`src/rtl/bsg_manycore_host_link_bridge.sv`:
```
// Host endpoint on the manycore loader io port: credit-gated request injection, return collection,
// and buffering/acknowledgement of manycore-to-host requests. Optional watchdog: BSG_HOST_BRIDGE_TIMEOUT_EN.

module bsg_host_bridge_fifo #(
   parameter int unsigned width_p = 8,
   parameter int unsigned els_p   = 2
) (
   input  logic               clk_i,
   input  logic               reset_i,
   input  logic               v_i,
   input  logic [width_p-1:0] data_i,
   output logic               full_o,
   output logic               v_o,
   output logic [width_p-1:0] data_o,
   input  logic               yumi_i
);
   localparam int unsigned ptr_w_lp = (els_p > 1) ? $clog2(els_p) : 1;
   localparam int unsigned cnt_w_lp = $clog2(els_p + 1);

   logic [width_p-1:0]  r_mem [els_p];
   logic [ptr_w_lp-1:0] r_wptr, r_rptr;
   logic [cnt_w_lp-1:0] r_cnt;
   logic                w_push, w_pop;

   // Push is refused on the registered full flag, even if a pop happens in the same cycle
   assign full_o = (r_cnt == cnt_w_lp'(els_p));
   assign v_o    = (r_cnt != '0);
   assign w_push = v_i & ~full_o;
   assign w_pop  = yumi_i & v_o;
   assign data_o = r_mem[r_rptr];

   function automatic logic [ptr_w_lp-1:0] f_inc(input logic [ptr_w_lp-1:0] p);
      return (p == ptr_w_lp'(els_p - 1)) ? '0 : p + ptr_w_lp'(1);
   endfunction

   always_ff @(posedge clk_i or posedge reset_i) begin
      if (reset_i) begin
         r_wptr <= '0;
         r_rptr <= '0;
         r_cnt  <= '0;
      end else begin
         if (w_push) r_wptr <= f_inc(r_wptr);
         if (w_pop)  r_rptr <= f_inc(r_rptr);
         case ({w_push, w_pop})
            2'b10:   r_cnt <= r_cnt + cnt_w_lp'(1);
            2'b01:   r_cnt <= r_cnt - cnt_w_lp'(1);
            default: r_cnt <= r_cnt;
         endcase
      end
   end

   always_ff @(posedge clk_i) begin
      if (w_push) r_mem[r_wptr] <= data_i;
   end
endmodule

module bsg_manycore_host_link_bridge #(
   parameter int unsigned addr_width_p      = 28,
   parameter int unsigned data_width_p      = 32,
   parameter int unsigned x_cord_width_p    = 4,
   parameter int unsigned y_cord_width_p    = 4,
   parameter int unsigned load_id_width_p   = 5,
   parameter int unsigned max_out_credits_p = 16,
   parameter int unsigned rsp_fifo_els_p    = 4,
   parameter int unsigned in_fifo_els_p     = 4,
   parameter int unsigned timeout_cycles_p  = 1024,
   localparam int unsigned packet_width_lp = addr_width_p + 2 + load_id_width_p + data_width_p
                                             + 2 * y_cord_width_p + 2 * x_cord_width_p,
   localparam int unsigned return_packet_width_lp = 2 + data_width_p + load_id_width_p
                                                    + y_cord_width_p + x_cord_width_p,
   localparam int unsigned link_sif_width_lp = packet_width_lp + return_packet_width_lp + 4,
   localparam int unsigned credit_width_lp   = $clog2(max_out_credits_p + 1)
) (
   input  logic                              clk_i,
   input  logic                              reset_i,
   input  logic [link_sif_width_lp-1:0]      link_sif_i,
   output logic [link_sif_width_lp-1:0]      link_sif_o,
   input  logic [x_cord_width_p-1:0]         my_x_i,
   input  logic [y_cord_width_p-1:0]         my_y_i,
   input  logic                              host_req_v_i,
   input  logic [packet_width_lp-1:0]        host_req_data_i,
   output logic                              host_req_ready_o,
   output logic                              host_rsp_v_o,
   output logic [return_packet_width_lp-1:0] host_rsp_data_o,
   input  logic                              host_rsp_yumi_i,
   output logic                              host_in_v_o,
   output logic [packet_width_lp-1:0]        host_in_data_o,
   input  logic                              host_in_yumi_i,
   output logic [credit_width_lp-1:0]        out_credits_o,
   output logic                              idle_o,
   output logic                              timeout_o
);
   localparam logic [1:0] e_return_credit = 2'b00;

   typedef struct packed {
      logic [addr_width_p-1:0]    addr;
      logic [1:0]                 op;
      logic [load_id_width_p-1:0] load_id;
      logic [data_width_p-1:0]    payload;
      logic [y_cord_width_p-1:0]  src_y_cord;
      logic [x_cord_width_p-1:0]  src_x_cord;
      logic [y_cord_width_p-1:0]  y_cord;
      logic [x_cord_width_p-1:0]  x_cord;
   } pkt_s;

   typedef struct packed {
      logic [1:0]                 pkt_type;
      logic [data_width_p-1:0]    data;
      logic [load_id_width_p-1:0] load_id;
      logic [y_cord_width_p-1:0]  y_cord;
      logic [x_cord_width_p-1:0]  x_cord;
   } ret_pkt_s;

   typedef struct packed {
      logic v;
      pkt_s data;
      logic ready_and_rev;
   } fwd_s;

   typedef struct packed {
      logic     v;
      ret_pkt_s data;
      logic     ready_and_rev;
   } rev_s;

   typedef struct packed {
      fwd_s fwd;
      rev_s rev;
   } link_sif_s;

   link_sif_s                  w_li, w_lo;
   logic [credit_width_lp-1:0] r_credits;
   logic                       r_ack_v;
   ret_pkt_s                   r_ack_pkt;
   logic [packet_width_lp-1:0] w_fwd_data;
   logic w_fwd_full, w_fwd_v, w_rsp_full, w_in_full;
   logic w_host_acc, w_ret_acc, w_in_ready, w_in_acc, w_credits_full;
   logic w_unused_cord;

   assign w_li          = link_sif_i;
   assign link_sif_o    = w_lo;
   assign w_unused_cord = ^{my_x_i, my_y_i};

   assign w_credits_full   = (r_credits == credit_width_lp'(max_out_credits_p));
   assign host_req_ready_o = ~w_fwd_full & (r_credits != '0);
   assign w_host_acc       = host_req_v_i & host_req_ready_o;
   assign w_ret_acc        = w_li.rev.v & ~w_rsp_full;
   // Incoming requests wait for the ack slot, so ready never depends on the rev handshake
   assign w_in_ready       = ~w_in_full & ~r_ack_v;
   assign w_in_acc         = w_li.fwd.v & w_in_ready;
   assign out_credits_o    = r_credits;
   assign idle_o           = w_credits_full & ~w_fwd_v & ~host_rsp_v_o & ~host_in_v_o;

   always_comb begin
      w_lo                   = '0;
      w_lo.fwd.v             = w_fwd_v;
      w_lo.fwd.data          = w_fwd_data;
      w_lo.fwd.ready_and_rev = w_in_ready;
      w_lo.rev.v             = r_ack_v;
      w_lo.rev.data          = r_ack_pkt;
      w_lo.rev.ready_and_rev = ~w_rsp_full;
   end

   bsg_host_bridge_fifo #(.width_p(packet_width_lp), .els_p(2)) u_fwd_out (
      .clk_i(clk_i), .reset_i(reset_i),
      .v_i(w_host_acc), .data_i(host_req_data_i),
      .full_o(w_fwd_full), .v_o(w_fwd_v), .data_o(w_fwd_data),
      .yumi_i(w_fwd_v & w_li.fwd.ready_and_rev)
   );

   bsg_host_bridge_fifo #(.width_p(return_packet_width_lp), .els_p(rsp_fifo_els_p)) u_rsp (
      .clk_i(clk_i), .reset_i(reset_i),
      .v_i(w_li.rev.v), .data_i(w_li.rev.data),
      .full_o(w_rsp_full), .v_o(host_rsp_v_o), .data_o(host_rsp_data_o),
      .yumi_i(host_rsp_yumi_i)
   );

   bsg_host_bridge_fifo #(.width_p(packet_width_lp), .els_p(in_fifo_els_p)) u_in (
      .clk_i(clk_i), .reset_i(reset_i),
      .v_i(w_in_acc), .data_i(w_li.fwd.data),
      .full_o(w_in_full), .v_o(host_in_v_o), .data_o(host_in_data_o),
      .yumi_i(host_in_yumi_i)
   );

   // Outstanding-credit counter; an unexpected return at max saturates
   always_ff @(posedge clk_i or posedge reset_i) begin
      if (reset_i) begin
         r_credits <= credit_width_lp'(max_out_credits_p);
      end else begin
         case ({w_host_acc, w_ret_acc})
            2'b10:   r_credits <= r_credits - credit_width_lp'(1);
            2'b01:   r_credits <= w_credits_full ? r_credits : r_credits + credit_width_lp'(1);
            default: r_credits <= r_credits;
         endcase
      end
   end

   always_ff @(posedge clk_i or posedge reset_i) begin
      if (reset_i) begin
         r_ack_v   <= 1'b0;
         r_ack_pkt <= '0;
      end else if (w_in_acc) begin
         r_ack_v            <= 1'b1;
         r_ack_pkt.pkt_type <= e_return_credit;
         r_ack_pkt.data     <= '0;
         r_ack_pkt.load_id  <= w_li.fwd.data.load_id;
         r_ack_pkt.y_cord   <= w_li.fwd.data.src_y_cord;
         r_ack_pkt.x_cord   <= w_li.fwd.data.src_x_cord;
      end else if (r_ack_v & w_li.rev.ready_and_rev) begin
         r_ack_v <= 1'b0;
      end
   end

`ifdef BSG_HOST_BRIDGE_TIMEOUT_EN
   localparam int unsigned tmo_width_lp = $clog2(timeout_cycles_p + 1);

   logic [tmo_width_lp-1:0] r_tmo_cnt, w_tmo_cnt_n;
   logic                    r_timeout;

   always_comb begin
      w_tmo_cnt_n = r_tmo_cnt;
      if (w_ret_acc || w_credits_full)
         w_tmo_cnt_n = '0;
      else if (r_tmo_cnt != tmo_width_lp'(timeout_cycles_p))
         w_tmo_cnt_n = r_tmo_cnt + tmo_width_lp'(1);
   end

   always_ff @(posedge clk_i or posedge reset_i) begin
      if (reset_i) begin
         r_tmo_cnt <= '0;
         r_timeout <= 1'b0;
      end else begin
         r_tmo_cnt <= w_tmo_cnt_n;
         if (w_tmo_cnt_n == tmo_width_lp'(timeout_cycles_p)) r_timeout <= 1'b1;
      end
   end

   assign timeout_o = r_timeout;
`else
   logic w_unused_tmo;
   assign w_unused_tmo = (timeout_cycles_p == 0);
   assign timeout_o    = 1'b0;
`endif

`ifndef SYNTHESIS
   always @(posedge clk_i) begin
      if (!reset_i) begin
         if (w_ret_acc && !w_host_acc && w_credits_full)
            $error("host bridge: return packet received with credits already at max");
         assert (!(host_rsp_yumi_i && !host_rsp_v_o)) else $error("host bridge: rsp yumi without valid");
         assert (!(host_in_yumi_i && !host_in_v_o)) else $error("host bridge: in yumi without valid");
      end
   end
`endif
endmodule

```
`config.mk`:
```
export PLATFORM = sky130hd
export DESIGN_NAME = bsg_manycore_host_link_bridge
export DESIGN_NICKNAME = d
export VERILOG_FILES = /design/src/rtl/bsg_manycore_host_link_bridge.sv
export SDC_FILE = /design/constraint.sdc
export NUM_CORES = 1
export LEC_CHECK = 0
export CORE_MARGIN = 3
export CORE_UTILIZATION = 38
export DETAILED_ROUTE_END_ITERATION = 8
export PLACE_DENSITY_LB_ADDON = 0.3
export SLEW_MARGIN = 15
export SYNTH_ARGS = -nofsm -noshare
export SYNTH_HDL_FRONTEND = slang
export SYNTH_HIERARCHICAL = 1
export SYNTH_SLANG_ARGS = --single-unit
```
`constraint.sdc`:
```
create_clock -name clk_i -period 6.3 [get_ports clk_i]
set_input_delay 0.945 -clock clk_i [delete_from_list [all_inputs] [get_ports clk_i]]
set_output_delay 0.945 -clock clk_i [all_outputs]
set_load 0.01 [all_outputs]
```
==> Yosys cells after proc, flatten, opt, wreduce, memory -nomap -nowiden <==
Memories as Yosys holds them, arrays and structs flattened.
Index checks and enable logic that the tools add are counted.
{ "totals": {"out_inout_bits": 274, "latchBits": 0, "romBits": 0, "ff_bits": 37, "memories": 3, "in_bits": 230, "wordCells": 99, "ramBits": 686} }
{ "op_classes": {"bitwise_logic": 22, "mux": 19, "div_mod_pow": 0, "magnitude_cmp": 0, "n_mul": 0, "n_addsub": 14, "shift": 0, "n_reduce_logical": 10, "n_eq_ne": 17} }
{ "mem_list": {"columns": ["name", "depth", "width", "read_ports", "rd_ports_with_merged_regs", "write_ports", "line_no", "text"], "rows": [
  ["u_in.r_mem", 4, 83, 1, 0, 1, "20", "logic [width_p-1:0] r_mem [els_p];"],
  ["u_rsp.r_mem", 4, 47, 1, 0, 1, "20", null],
  ["u_fwd_out.r_mem", 2, 83, 1, 0, 1, "20", null]
]} }
{ "ops": {"columns": ["op", "count"], "rows": [
  ["== test 2 bit, second input constant", 9],
  ["AND 1 bit", 15],
  ["case mux 3 bit (2 select lines)", 2],
  ["nonzero test 2 bit", 6],
  ["adder 2 x 1 -> 2 bit, second input constant", 5],
  ["2-to-1 mux 1 bit", 10],
  ["case mux 5 bit (2 select lines)", 1],
  ["== test 2 x 1 -> 1 bit, second input constant", 4],
  ["2-to-1 mux 2 bit", 4],
  ["inverter 1 bit", 7],
  ["adder 3 x 1 -> 3 bit, second input constant", 2],
  ["== test 3 bit, second input constant", 2],
  ["nonzero test 3 bit", 2],
  ["subtractor 3 x 1 -> 3 bit, second input constant", 2],
  ["adder 5 x 1 -> 5 bit, second input constant", 1],
  ["== test 5 bit, second input constant", 1],
  ["2-to-1 mux 5 bit", 1],
  ["nonzero test 5 bit", 1],
  ["subtractor 5 x 1 -> 5 bit, second input constant", 1],
  ["case mux 2 bit (2 select lines)", 1],
  ["adder 1 bit, second input constant", 2],
  ["inequality test 2 bit, second input constant", 1],
  ["AND reduction 2 bit", 1],
  ["subtractor 2 x 1 -> 2 bit, second input constant", 1]
]} }

==> Depth between registers and ports, before layout <==
Gate-level depths: netlist of the first run.
{ "depth": {"word_depth": 7, "ltp_mapped": 13, "mapped_depth_nobuf": 11} }

==> By module <==
The synthesis of the first run kept the hierarchy.
{ "modules_own_cells": {"columns": ["module", "cells_each", "n_inst", "area_per_inst_um2", "seq_area_each_um2"], "rows": [
  ["bsg_host_bridge_fifo (u_in)", 475, 1, 12472.0, 10144.7],
  ["bsg_host_bridge_fifo (u_rsp)", 287, 1, 7249.5, 5820.6],
  ["bsg_host_bridge_fifo (u_fwd_out)", 277, 1, 6433.7, 5084.9],
  ["bsg_manycore_host_link_bridge", 115, 1, 1255.0, 476.7]
]} }

==> Worst setup path after synthesis of the first run <==
No wires, ideal clock.
{ "synth_path": {"path_type": "input -> register", "start": "input host_req_v_i", "end": "memory u_fwd_out/r_mem[0][0] (netlist name), enable pin", "n_path_buf": 0, "t_required_ps": 5775, "cell_stages": 5, "setup_ps": 525, "arrival_time_ps": 4928, "path_slack_ps": 847, "path_cell_list": "nor2b_1 -> o21ai_4 -> inv_2 -> nand2_1 -> nor2_1"} }
{ "synth_via": {"elab_chain_cells": 4} }
{ "synth_rtl": {"columns": ["element", "line_no", "text"], "rows": [
  ["from (decl)", "80", "input logic host_req_v_i,"],
  ["AND 1 bit", "146", "assign w_host_acc = host_req_v_i & host_req_ready_o;"],
  ["via w_host_acc", "137", "logic w_host_acc, w_ret_acc, w_in_ready, w_in_acc, w_credits_full;"],
  ["AND 1 bit", "28", "assign w_push = v_i & ~full_o;"],
  ["2-to-1 mux 1 bit", "53", "if (w_push) r_mem[r_wptr] <= data_i;"],
  ["2-to-1 mux 1 bit (not written as such)", "53", null],
  ["to (decl)", "20", null]
]} }
The timed path passes the listed nets, and every way through them passes these cells.

==> Final worst setup path of the first run <==
{ "layout_path": {"start": "register u_rsp.r_rptr[0]", "end": "output host_rsp_data_o[13]"} }
{ "layout_via": {"elab_chain_cells": 1} }
{ "layout_rtl": {"columns": ["element", "line_no", "text"], "rows": [
  ["from (decl)", "21", "logic [ptr_w_lp-1:0] r_wptr, r_rptr;"],
  ["from (signal assigned)", "43", "if (w_pop) r_rptr <= f_inc(r_rptr);"],
  ["memory (4 x 47 bit)", null, null],
  ["to (decl)", "84", "output logic [return_packet_width_lp-1:0] host_rsp_data_o,"]
]} }
No other way between the ends.

==> summary.txt, run 1 <==
Clock network
  – Clock tree sinks: 723
  – Post-CTS setup repair buffer count: 0
  – Clock Latency Late Sink: 0.60 ns
  – CTS max path bufs: 3
  – CTS tree: yes
  – CTS hold repair buffers: 0
  – CTS Buf Count: 78
  – Clock transition at path regs: 0.06 ns
  – CTS H-Tree Depth: 3
  – CTS-repair resized insts: 0
  – Root Buffer: clkbuf_16

Drt
  – DRC: 0
  – Via count: 12800
  – DR pass1 iterations: 5
  – Post-detailed-route count of antenna-violating nets: 0
  – Starting DRC count in detailed routing: 845
  – Final wirelength: 58100 microns
  – Wirelength per Cell: 21.7 microns
  – Vias per inst: 4.80

Critical path
  – Reg2reg end: u_in/r_mem[0][67]
  – CP arrival: 3.27 ns
  – Crit. End Element: output port
  – CP Class: flip-flop to output port
  – Reg2Reg Setup Slack: 2.97 ns
  – Worst reg-to-reg path cell count: 7
  – CP Launch Type: flip-flop
  – CP required: 5.35 ns
  – Critical-path maximum fanout: 32
  – FF-to-FF Start: u_in/r_cnt[2]

Placed design
  – I/O Buffers: 460
  – RePlAce Congestion: 0.746
  – Placed inst area: 0.0329 sq mm
  – Hpwl dp: 36800 microns
  – Placed insts: 2529

Min path
  – Hold EP: u_fwd_out/r_cnt[1]
  – HP Start: u_fwd_out/r_cnt[1]
  – Worst hold stages: 1
  – Min-Delay Path Class: flip-flop to flip-flop

Synth
  – Netlist cell types: 43
  – Async set-reset flop share out of synthesis: 5.12%
  – Sequential share of the synthesized area: 78.5%
  – Post-synth EDFFs: 686
  – Mapped cell area: 0.0274 sq mm
  – Mapped Cells: 1154
  – Syn avg cell area: 23.8 sq um
  – Seq cells post-synth: 723
  – Post-synth top flop: edfxtp_1
  – Ys Warns: 6

Timing
  – Setup total negative slack: 0 ns
  – Tcrit/Tclk final: 66.9%
  – Crit path time final: 4.22 ns
  – RSZ-0062 raised after global routing: no
  – Worst hold margin: 0.489 ns
  – Tightest Pin Transition: 1.06 ns
  – Maximum clock frequency: 237 MHz
  – Max Slew Vio Count: 0
  – Worst clock skew: 0.0163 ns
  – Max transition margin: 29.3%
  – Final Hold Violating Endpoints: 0
  – Final setup fails: 0

Outcome
  – Outcome: complete, no violations

Die
  – Full die area: 0.0754 sq mm
  – Starting Density: 38.7%
  – Core box area: 0.0708 sq mm
  – Chip width: 275 microns
  – Rows: 97
  – Die outline height: 275 microns
  – Ports: 504

Job
  – Max-cap violations: 0

Layout
  – Final non-filler cell total: 2672
  – Area growth syn-to-layout: 28.7%
  – Final standard cell area without fillers: 0.0353 sq mm
  – Final nets: 1919
  – Final core utilization: 49.8%
  – Share of layout cells above drive strength 1: 22.0%

GRT
  – Vias in the first global route: 13900
  – Global-route wire length before repair: 85800 microns
  – Largest net degree at the start of global routing: 60
  – Initial antenna violation count: 3
  – Grt total ovfl: 0
  – GRT Total Usage: 15.2%

Pwr
  – Cell Pwr Density: 471 mW/mm^2
  – Pleak: 0.0119 uW
  – Max IR drop VDD: 0.313 mV
[flip-flops by register name, indices dropped and copies added, names as in the netlist, 3 cells and up]
name / cells
u_in/r_cnt: 3
u_in/r_mem: 332
link_sif_o: 13
u_rsp/r_mem: 188
u_fwd_out/r_mem: 166
out_credits_o: 5
u_rsp/r_cnt: 3
[power by group]
group / switching, uW / total [uW] / internal [uW] / leakage [uW]
logic: 2430 / 5510 / 3080 / 0.00401
clock network: 1760 / 4230 / 2470 / 0.00116
registers: 530 / 6870 / 6340 / 0.00669
[layout by cell type (no fill, tap or decap), types with 18 or more instances in the layout]
master | netlist | final
clkdlybuf4s50_1 | 0 | 460
buf_4 | 44 | 19
mux4_2 | 128 | 128
mux2_2 | 43 | 43
edfxtp_1 | 686 | 686
clkbuf_16 | 0 | 79
dfrtp_1 | 36 | 31
clkbuf_1 | 5 | 18
inv_1 | 23 | 22
mux2_4 | 62 | 62
conb_1 | 1 | 35
[area by class of cell]
cell class                 instances  area (sq um)
antenna                            2          5.00
tap                              940          1180
inverter                          24          90.1
clock inverter                    43           340
multi-input combinational        362          5280
clock buffer                      97          2040
sequential                       723         21500
timing repair buffer             481          4790
fill                            5696         35500
[layer usage]
layer,vias up,track usage (%),share of wire [%]
li1,5705,-,-
met5,-,0,0.059
met4,4,4.29,2.4
met3,95,5.55,8.5
met2,412,25.8,51
met1,6620,18.2,38
[synthesized netlist by cell type (2+ instances only)]
| master | instances | area share [%] |
|---|---|---|
| mux4_1 | 2 | 0.19 |
| buf_12 | 7 | 0.51 |
| nand2_1 | 3 | 0.041 |
| and2_1 | 11 | 0.25 |
| clkbuf_1 | 5 | 0.068 |
| inv_1 | 23 | 0.31 |
| edfxtp_1 | 686 | 75 |
| nor2_1 | 11 | 0.15 |
| fa_1 | 3 | 0.22 |
| nand4_1 | 2 | 0.046 |
| nand2b_1 | 2 | 0.046 |
| nor3b_1 | 2 | 0.055 |
| mux2_4 | 62 | 3.4 |
| buf_6 | 9 | 0.37 |
| a21o_1 | 4 | 0.11 |
| mux2i_1 | 2 | 0.073 |
| or3_1 | 4 | 0.091 |
| buf_4 | 44 | 1.2 |
| ha_1 | 16 | 0.73 |
| xnor2_1 | 7 | 0.22 |
| mux2_2 | 43 | 1.8 |
| mux4_2 | 128 | 11 |
| nor2b_1 | 4 | 0.091 |
| xor2_1 | 8 | 0.26 |
| dfrtp_1 | 36 | 3.3 |
| buf_2 | 13 | 0.24 |
[stage by stage]
| step | power, uW | setup WS (ns) |
|---|---|---|
| floorplan | 9990 | 0.847 |
| global placement | 12500 | 2.35 |
| detailed placement | 12600 | 2.30 |
| CTS | 16900 | 1.84 |
| global route | 17500 | 1.79 |
| finish | 16600 | 2.08 |
[logic make-up (layout without fill, tap and decap cells)]
family                     Yosys count  in the layout  share of synthesized area (%)
AOI/OAI and AO/OA                   11             11                          0.351
xor gates and xnor gates            15             15                          0.479
adders and majority gates           19             19                          0.949
buffers and inverters              103            645                           2.78
DFF                                723            723                           78.5
muxes                              238            238                           16.0
other                                1             37                         0.0137
and+or+nand+nor                     44             44                          0.908
[worst max-delay path, stage by stage (launching register included)]
cell and delay, ns:
dfrtp_2 1.04, buf_4 0.51, mux4_2 0.55, clkdlybuf4s50_1 0.54
[worst max-delay path by stage]
stage                               start  slack [ns]  cells after the start                     end
final                     u_rsp/r_rptr[0]        2.08                      3     host_rsp_data_o[13]
after global routing      u_rsp/r_rptr[0]        1.79                      3     host_rsp_data_o[13]
after CTS                  u_in/r_rptr[0]        1.84                      3      host_in_data_o[11]
after detailed placement  link_sif_i[133]        2.30                      6       u_in/r_mem[0][70]
after global placement       host_req_v_i        2.35                      7  u_fwd_out/r_mem[0][23]
after floorplan              host_req_v_i        0.85                      5   u_fwd_out/r_mem[0][0]
Power figures use the tool's default switching activity.
==> run 2, diff against run 1 <==
- clock period: 6.3 -> 3.65 ns (I/O delays scaled with it)
==> summary.txt, run 2 (synthesized netlist as in run 1, its figures left out) <==
Timing
  – Tightest Pin Transition: 0.764 ns (-0.297 ns)
  – Final setup margin: 0.339 ns (-1.75 ns)
  – Final setup fails: 0 (unchanged)
  – RSZ-0062 raised after global routing: no
  – Max Slew Vio Count: 0 (unchanged)
  – Final Hold Violating Endpoints: 0 (unchanged)
  – Tcrit/Tclk final: 90.7%
  – Crit path time final: 3.31 ns
  – Max transition margin: 49.0% (+20 points)
  – Setup total negative slack: 0 ns (unchanged)
  – Worst clock skew: 0.0264 ns (+0.0101 ns)
  – Maximum clock frequency: 302 MHz

Layout
  – Max reg flops: 332 (unchanged)
  – Largest Register: u_in/r_mem
  – Area growth syn-to-layout: 30.0%
  – Final non-filler cell total: 2690 (+0.67%)
  – Share of layout cells above drive strength 1: 22.9% (+0.92 points)
  – Final core utilization: 50.4% (+0.52 points)
  – Final standard cell area without fillers: 0.0356 sq mm (+1.0%)
  – Registers with the most flip-flops: u_in/r_mem (332), u_rsp/r_mem (188), u_fwd_out/r_mem (166)
  – Most frequent cells in the layout: edfxtp_1, clkdlybuf4s50_1, mux4_2
  – Final nets: 1935 (+0.83%)
  – Most common cell after layout, fill and taps aside: edfxtp_1

Clock network
  – CTS Buf Count: 77 (-1.3%)
  – Clock Latency Late Sink: 0.60 ns (about the same)
  – Clock transition at path regs: 0.06 ns (about the same)
  – Clock tree sinks: 723 (unchanged)
  – CTS tree: yes
  – CTS-repair resized insts: 0 (unchanged)
  – CTS max path bufs: 3 (unchanged)
  – Root Buffer: clkbuf_16
  – CTS hold repair buffers: 0 (unchanged)
  – CTS H-Tree Depth: 3 (unchanged)
  – Post-CTS setup repair buffer count: 0 (unchanged)

Critical path
  – CP required: 3.10 ns (-2.25 ns)
  – CP Launch Type: flip-flop
  – Worst-path cell chain: buf_12, mux4_2, clkdlybuf4s50_1
  – Critical-path maximum fanout: 45 (+41%)
  – CP arrival: 2.76 ns (-0.51 ns)
  – Crit. End Element: output port
  – Slowest stage delay, CP: 0.89 ns (-0.15 ns)
  – CP max-delay cell: dfrtp_4
  – CP Class: flip-flop to output port

Die
  – Rows: 97 (unchanged)
  – Starting Density: 38.7% (unchanged)
  – Core box area: 0.0708 sq mm (unchanged)
  – Chip width: 275 microns (unchanged)
  – Full die area: 0.0754 sq mm (unchanged)
  – Ports: 504 (unchanged)
  – Die outline height: 275 microns (unchanged)

Placed design
  – I/O Buffers: 460 (unchanged)
  – Pre-CTS setup slack: 0.706 ns (-1.60 ns)
  – Placed inst area: 0.0332 sq mm (+0.98%)
  – Placed insts: 2547 (+0.71%)
  – Hpwl dp: 37600 microns (+2.0%)
  – RePlAce Congestion: 0.760 (+1.8%)

GRT
  – Grt total ovfl: 0 (unchanged)
  – Global-route wire length before repair: 85200 microns (-0.71%)
  – Most crowded layer after global routing: met2
  – GR met2 Demand/Resource: 25.0% (-0.85 points)
  – Initial antenna violation count: 5 (+2)
  – Global routing usage on met1: 18.4% (+0.26 points)
  – GRT Total Usage: 15.0% (-0.15 points)
  – Met3 Use GR: 5.31% (-0.24 points)
  – Largest net degree at the start of global routing: 48 (-20%)
  – Vias in the first global route: 13800 (-1.4%)

Min path
  – Min-Delay Path Class: input port to asynchronous set/reset pin

Drt
  – Starting DRC count in detailed routing: 686 (-19%)
  – Via count: 12800 (+0.070%)
  – Vias per inst: 4.78 (-0.60%)
  – DRC: 0 (unchanged)
  – DR pass1 iterations: 5 (unchanged)
  – Final wirelength: 57300 microns (-1.3%)
  – Wirelength per Cell: 21.3 microns (-2.0%)
  – Post-detailed-route count of antenna-violating nets: 0 (unchanged)

Pwr
  – Pleak: 0.0120 uW (+1.4%)
  – Cell Pwr Density: 815 mW/mm^2 (+73%)
  – Max IR drop VDD: 0.460 mV (+47%)

Job
  – Max-cap violations: 0 (unchanged)

Outcome
  – Outcome: complete, no violations
==> run 2: layout make-up <==
class | count | area, sq um
Inverter | 24 | 90.1
Clock buffer | 107 | 2110
Timing Repair Buffer | 498 | 5090
Tap cell | 940 | 1180
Antenna cell | 2 | 5.00
Clock inverter | 34 | 347
Multi-Input combinational cell | 362 | 5280
Fill cell | 5609 | 35100
Sequential cell | 723 | 21500
==> run 2: through the flow <==
| stage | total power (uW) | hold slack (ns) |
|---|---|---|
| after floorplan | 17200 | 0.314 |
| after global placement | 21800 | 0.467 |
| after detailed placement | 21900 | 0.470 |
| after CTS | 29600 | 0.438 |
| after global routing | 30500 | 0.454 |
| final | 29000 | 0.446 |
==> run 2: worst paths after layout <==
path                            depth (start not counted)  slack, ns                end            from
worst max-delay path                                    3       0.34  host_in_data_o[3]  u_in/r_rptr[1]
worst min-delay path                                    2       0.45   u_fwd_out/r_wptr         reset_i
worst max register to register                         11       0.73      u_in/r_cnt[2]   u_in/r_cnt[0]
worst min register to register                          1       0.48      u_in/r_cnt[2]   u_in/r_cnt[2]
max in group asynchronous                               3       2.54      link_sif_o[9]         reset_i
min in group clk_i                                      1       0.48      u_in/r_cnt[2]   u_in/r_cnt[2]
==> run 2: per-layer routing <==
layer  wire, microns  share of wire [%]  up-vias
li1                -                  -     5733
met1           21900                 38     6604
met2           29000                 51      396
met3            4790                8.3      106
met4            1540                2.7        6
met5              44              0.077        -
==> run 2: power breakdown <==
part / internal [uW] / switching (uW)
registers: 10900 / 826
clock network: 4420 / 3050
logic: 5500 / 4300
==> run 2: worst max-delay path, delay by kind of cell (launching register included) <==
family,cells,cell delay (ns)
mux,1,0.37
flops,1,0.89
buf+inv,2,0.84
==> run 3, diff against run 2 <==
- TNS_END_PERCENT: default -> 10
==> summary.txt, run 3 (synthesized netlist as in run 1, its figures left out) <==
Pwr
  – P_sw: 8380 uW (+2.5%)
  – Switching portion of total power: 28.7% (+0.53 points)
  – Cell Pwr Density: 819 mW/mm^2 (+0.54%)
  – Pleak: 0.0120 uW (about the same)
  – Clock power share: 26.1% (+0.4 points)
  – Internal power: 20800 uW (about the same)
  – Combinational Power Share: 33.6% (-0.2 points)
  – Max IR drop VDD: 0.484 mV (+5.1%)
  – Reg power frac: 40.3% (-0.2 points)

Timing
  – Tcrit/Tclk final: 92.5% (+1.8 points)
  – Maximum clock frequency: 296 MHz (-2.0%)
  – Worst clock skew: 0.0329 ns (+0.00649 ns)
  – Worst hold margin: 0.215 ns (-0.231 ns)
  – Final setup fails: 0 (unchanged)
  – Setup total negative slack: 0 ns (unchanged)
  – Crit path time final: 3.38 ns (+0.0659 ns)
  – Max Slew Vio Count: 0 (unchanged)
  – RSZ-0062 raised after global routing: no
  – Final Hold Violating Endpoints: 0 (unchanged)
  – Tightest Pin Transition: 0.841 ns (+0.0771 ns)
  – Max transition margin: 44.0% (-5.0 points)
  – Final setup margin: 0.274 ns (-0.0659 ns)

Clock network
  – Post-CTS setup repair buffer count: 0 (unchanged)
  – CTS H-Tree Depth: 3 (unchanged)
  – CTS Buf Count: 78 (+1.3%)
  – CTS tree: yes
  – CTS max path bufs: 3 (unchanged)
  – CTS-repair resized insts: 0 (unchanged)
  – CTS hold repair buffers: 0 (unchanged)
  – Clock Latency Late Sink: 0.62 ns (+0.02 ns)
  – Clock tree sinks: 723 (unchanged)
  – Clock transition at path regs: 0.06 ns (about the same)
  – Root Buffer: clkbuf_16

Die
  – Ports: 504 (unchanged)
  – Rows: 97 (unchanged)
  – Die outline height: 275 microns (unchanged)
  – Full die area: 0.0754 sq mm (unchanged)
  – Starting Density: 38.7% (unchanged)
  – Core box area: 0.0708 sq mm (unchanged)
  – Chip width: 275 microns (unchanged)

Layout
  – Most frequent cells in the layout: edfxtp_1, clkdlybuf4s50_1, mux4_2
  – Most common cell after layout, fill and taps aside: edfxtp_1
  – Max reg flops: 332 (unchanged)
  – Share of layout cells above drive strength 1: 22.9% (about the same)
  – Registers with the most flip-flops: u_in/r_mem (332), u_rsp/r_mem (188), u_fwd_out/r_mem (166)
  – Final standard cell area without fillers: 0.0357 sq mm (+0.11%)
  – Largest Register: u_in/r_mem
  – Area growth syn-to-layout: 30.2%
  – Final non-filler cell total: 2689 (-0.037%)
  – Final nets: 1928 (-0.36%)

Placed design
  – I/O Buffers: 460 (unchanged)
  – Hpwl dp: 36400 microns (-3.1%)
  – RePlAce Congestion: 0.723 (-4.8%)
  – Pre-CTS setup slack: 0.724 ns (+0.0181 ns)
  – Placed inst area: 0.0331 sq mm (-0.20%)
  – Placed insts: 2538 (-0.35%)

Job
  – Max-cap violations: 0 (unchanged)

Critical path
  – Worst reg-to-reg path cell count: 9 (-2)
  – Worst-path cell chain: buf_12, mux4_2, clkdlybuf4s50_1
  – Reg2reg end: out_credits_o[4]
  – Slowest stage delay, CP: 0.74 ns (-0.15 ns)
  – CP Class: flip-flop to output port
  – CP max-delay cell: dfrtp_2
  – Critical-path maximum fanout: 33 (-27%)
  – CP required: 3.10 ns (about the same)
  – CP Launch Type: flip-flop
  – Crit. End Element: output port
  – Reg2Reg Setup Slack: 0.81 ns (+0.08 ns)
  – CP arrival: 2.83 ns (+0.07 ns)
  – FF-to-FF Start: out_credits_o[1]

Drt
  – Via count: 12800 (-0.016%)
  – Wirelength per Cell: 21.7 microns (+1.7%)
  – DRC: 0 (unchanged)
  – DR pass1 iterations: 4 (-1)
  – Final wirelength: 58300 microns (+1.6%)
  – Vias per inst: 4.78 (about the same)
  – Starting DRC count in detailed routing: 804 (+17%)
  – Post-detailed-route count of antenna-violating nets: 0 (unchanged)

GRT
  – Global-route wire length before repair: 86000 microns (+0.90%)
  – Most crowded layer after global routing: met2
  – Largest net degree at the start of global routing: 83 (+73%)
  – Grt total ovfl: 0 (unchanged)
  – Global routing usage on met1: 18.4% (-0.043 points)
  – Met3 Use GR: 5.57% (+0.26 points)
  – Vias in the first global route: 13800 (+0.37%)
  – Initial antenna violation count: 11 (+6)
  – GR met2 Demand/Resource: 25.5% (+0.51 points)
  – GRT Total Usage: 15.3% (+0.23 points)

Min path
  – Min-Delay Path Class: input port to asynchronous set/reset pin

Outcome
  – Outcome: complete, no violations
-- run 3: per-layer routing --
| layer | part of all wire, % | wire (microns) | vias to the layer above |
|---|---|---|---|
| met5 | 0.10 | 61 | - |
| met4 | 2.7 | 1570 | 10 |
| met3 | 8.5 | 4950 | 108 |
| met2 | 50 | 29300 | 389 |
| met1 | 38 | 22400 | 6612 |
| li1 | - | - | 5724 |
-- run 3: metrics by stage --
stage                     power [uW]  utilization, %
final                          29200            50.4
after global routing           30700            50.4
after CTS                      29800            50.4
after detailed placement       22000            46.8
after global placement         21800            46.8
after floorplan                17200               -
-- run 3: worst max-delay path by stage --
stage / start / endpoint / slack [ns] / cells past startpoint
floorplan: u_in/r_cnt[2] / u_in/r_mem[2][0] / -0.31 / 7
global placement: u_in/r_rptr[0] / host_in_data_o[64] / 0.73 / 3
detailed placement: u_in/r_rptr[0] / host_in_data_o[36] / 0.72 / 3
CTS: u_in/r_rptr[0] / host_in_data_o[64] / 0.02 / 3
global route: u_rsp/r_rptr[0] / host_rsp_data_o[40] / 0.06 / 3
finish: u_rsp/r_rptr[0] / host_rsp_data_o[27] / 0.27 / 3
-- run 3: power groups by stage --
stage	Clock, uW	Combinational (uW)	Sequential, uW
after floorplan	0	5660	11600
after global placement	0	9900	11900
after CTS	7900	9990	11900
final	7630	9810	11800
after global routing	8210	10500	12000
after detailed placement	0	9940	12000
-- run 3: cell type report --
class | instances | area (sq um)
multi-input cells | 362 | 5280
clock buffers | 91 | 2020
well taps | 940 | 1180
fillers | 5642 | 35100
repair buffers | 490 | 5040
inverters | 24 | 90.1
diodes | 6 | 15.0
clock inverters | 53 | 514
flip-flops and latches | 723 | 21500
-- run 3: worst max-delay path, delay by kind of cell, from the launching register on --
family                 cells  cell delay (ns)
DFF                        1             0.74
muxes                      1             0.55
buffers and inverters      2             0.89
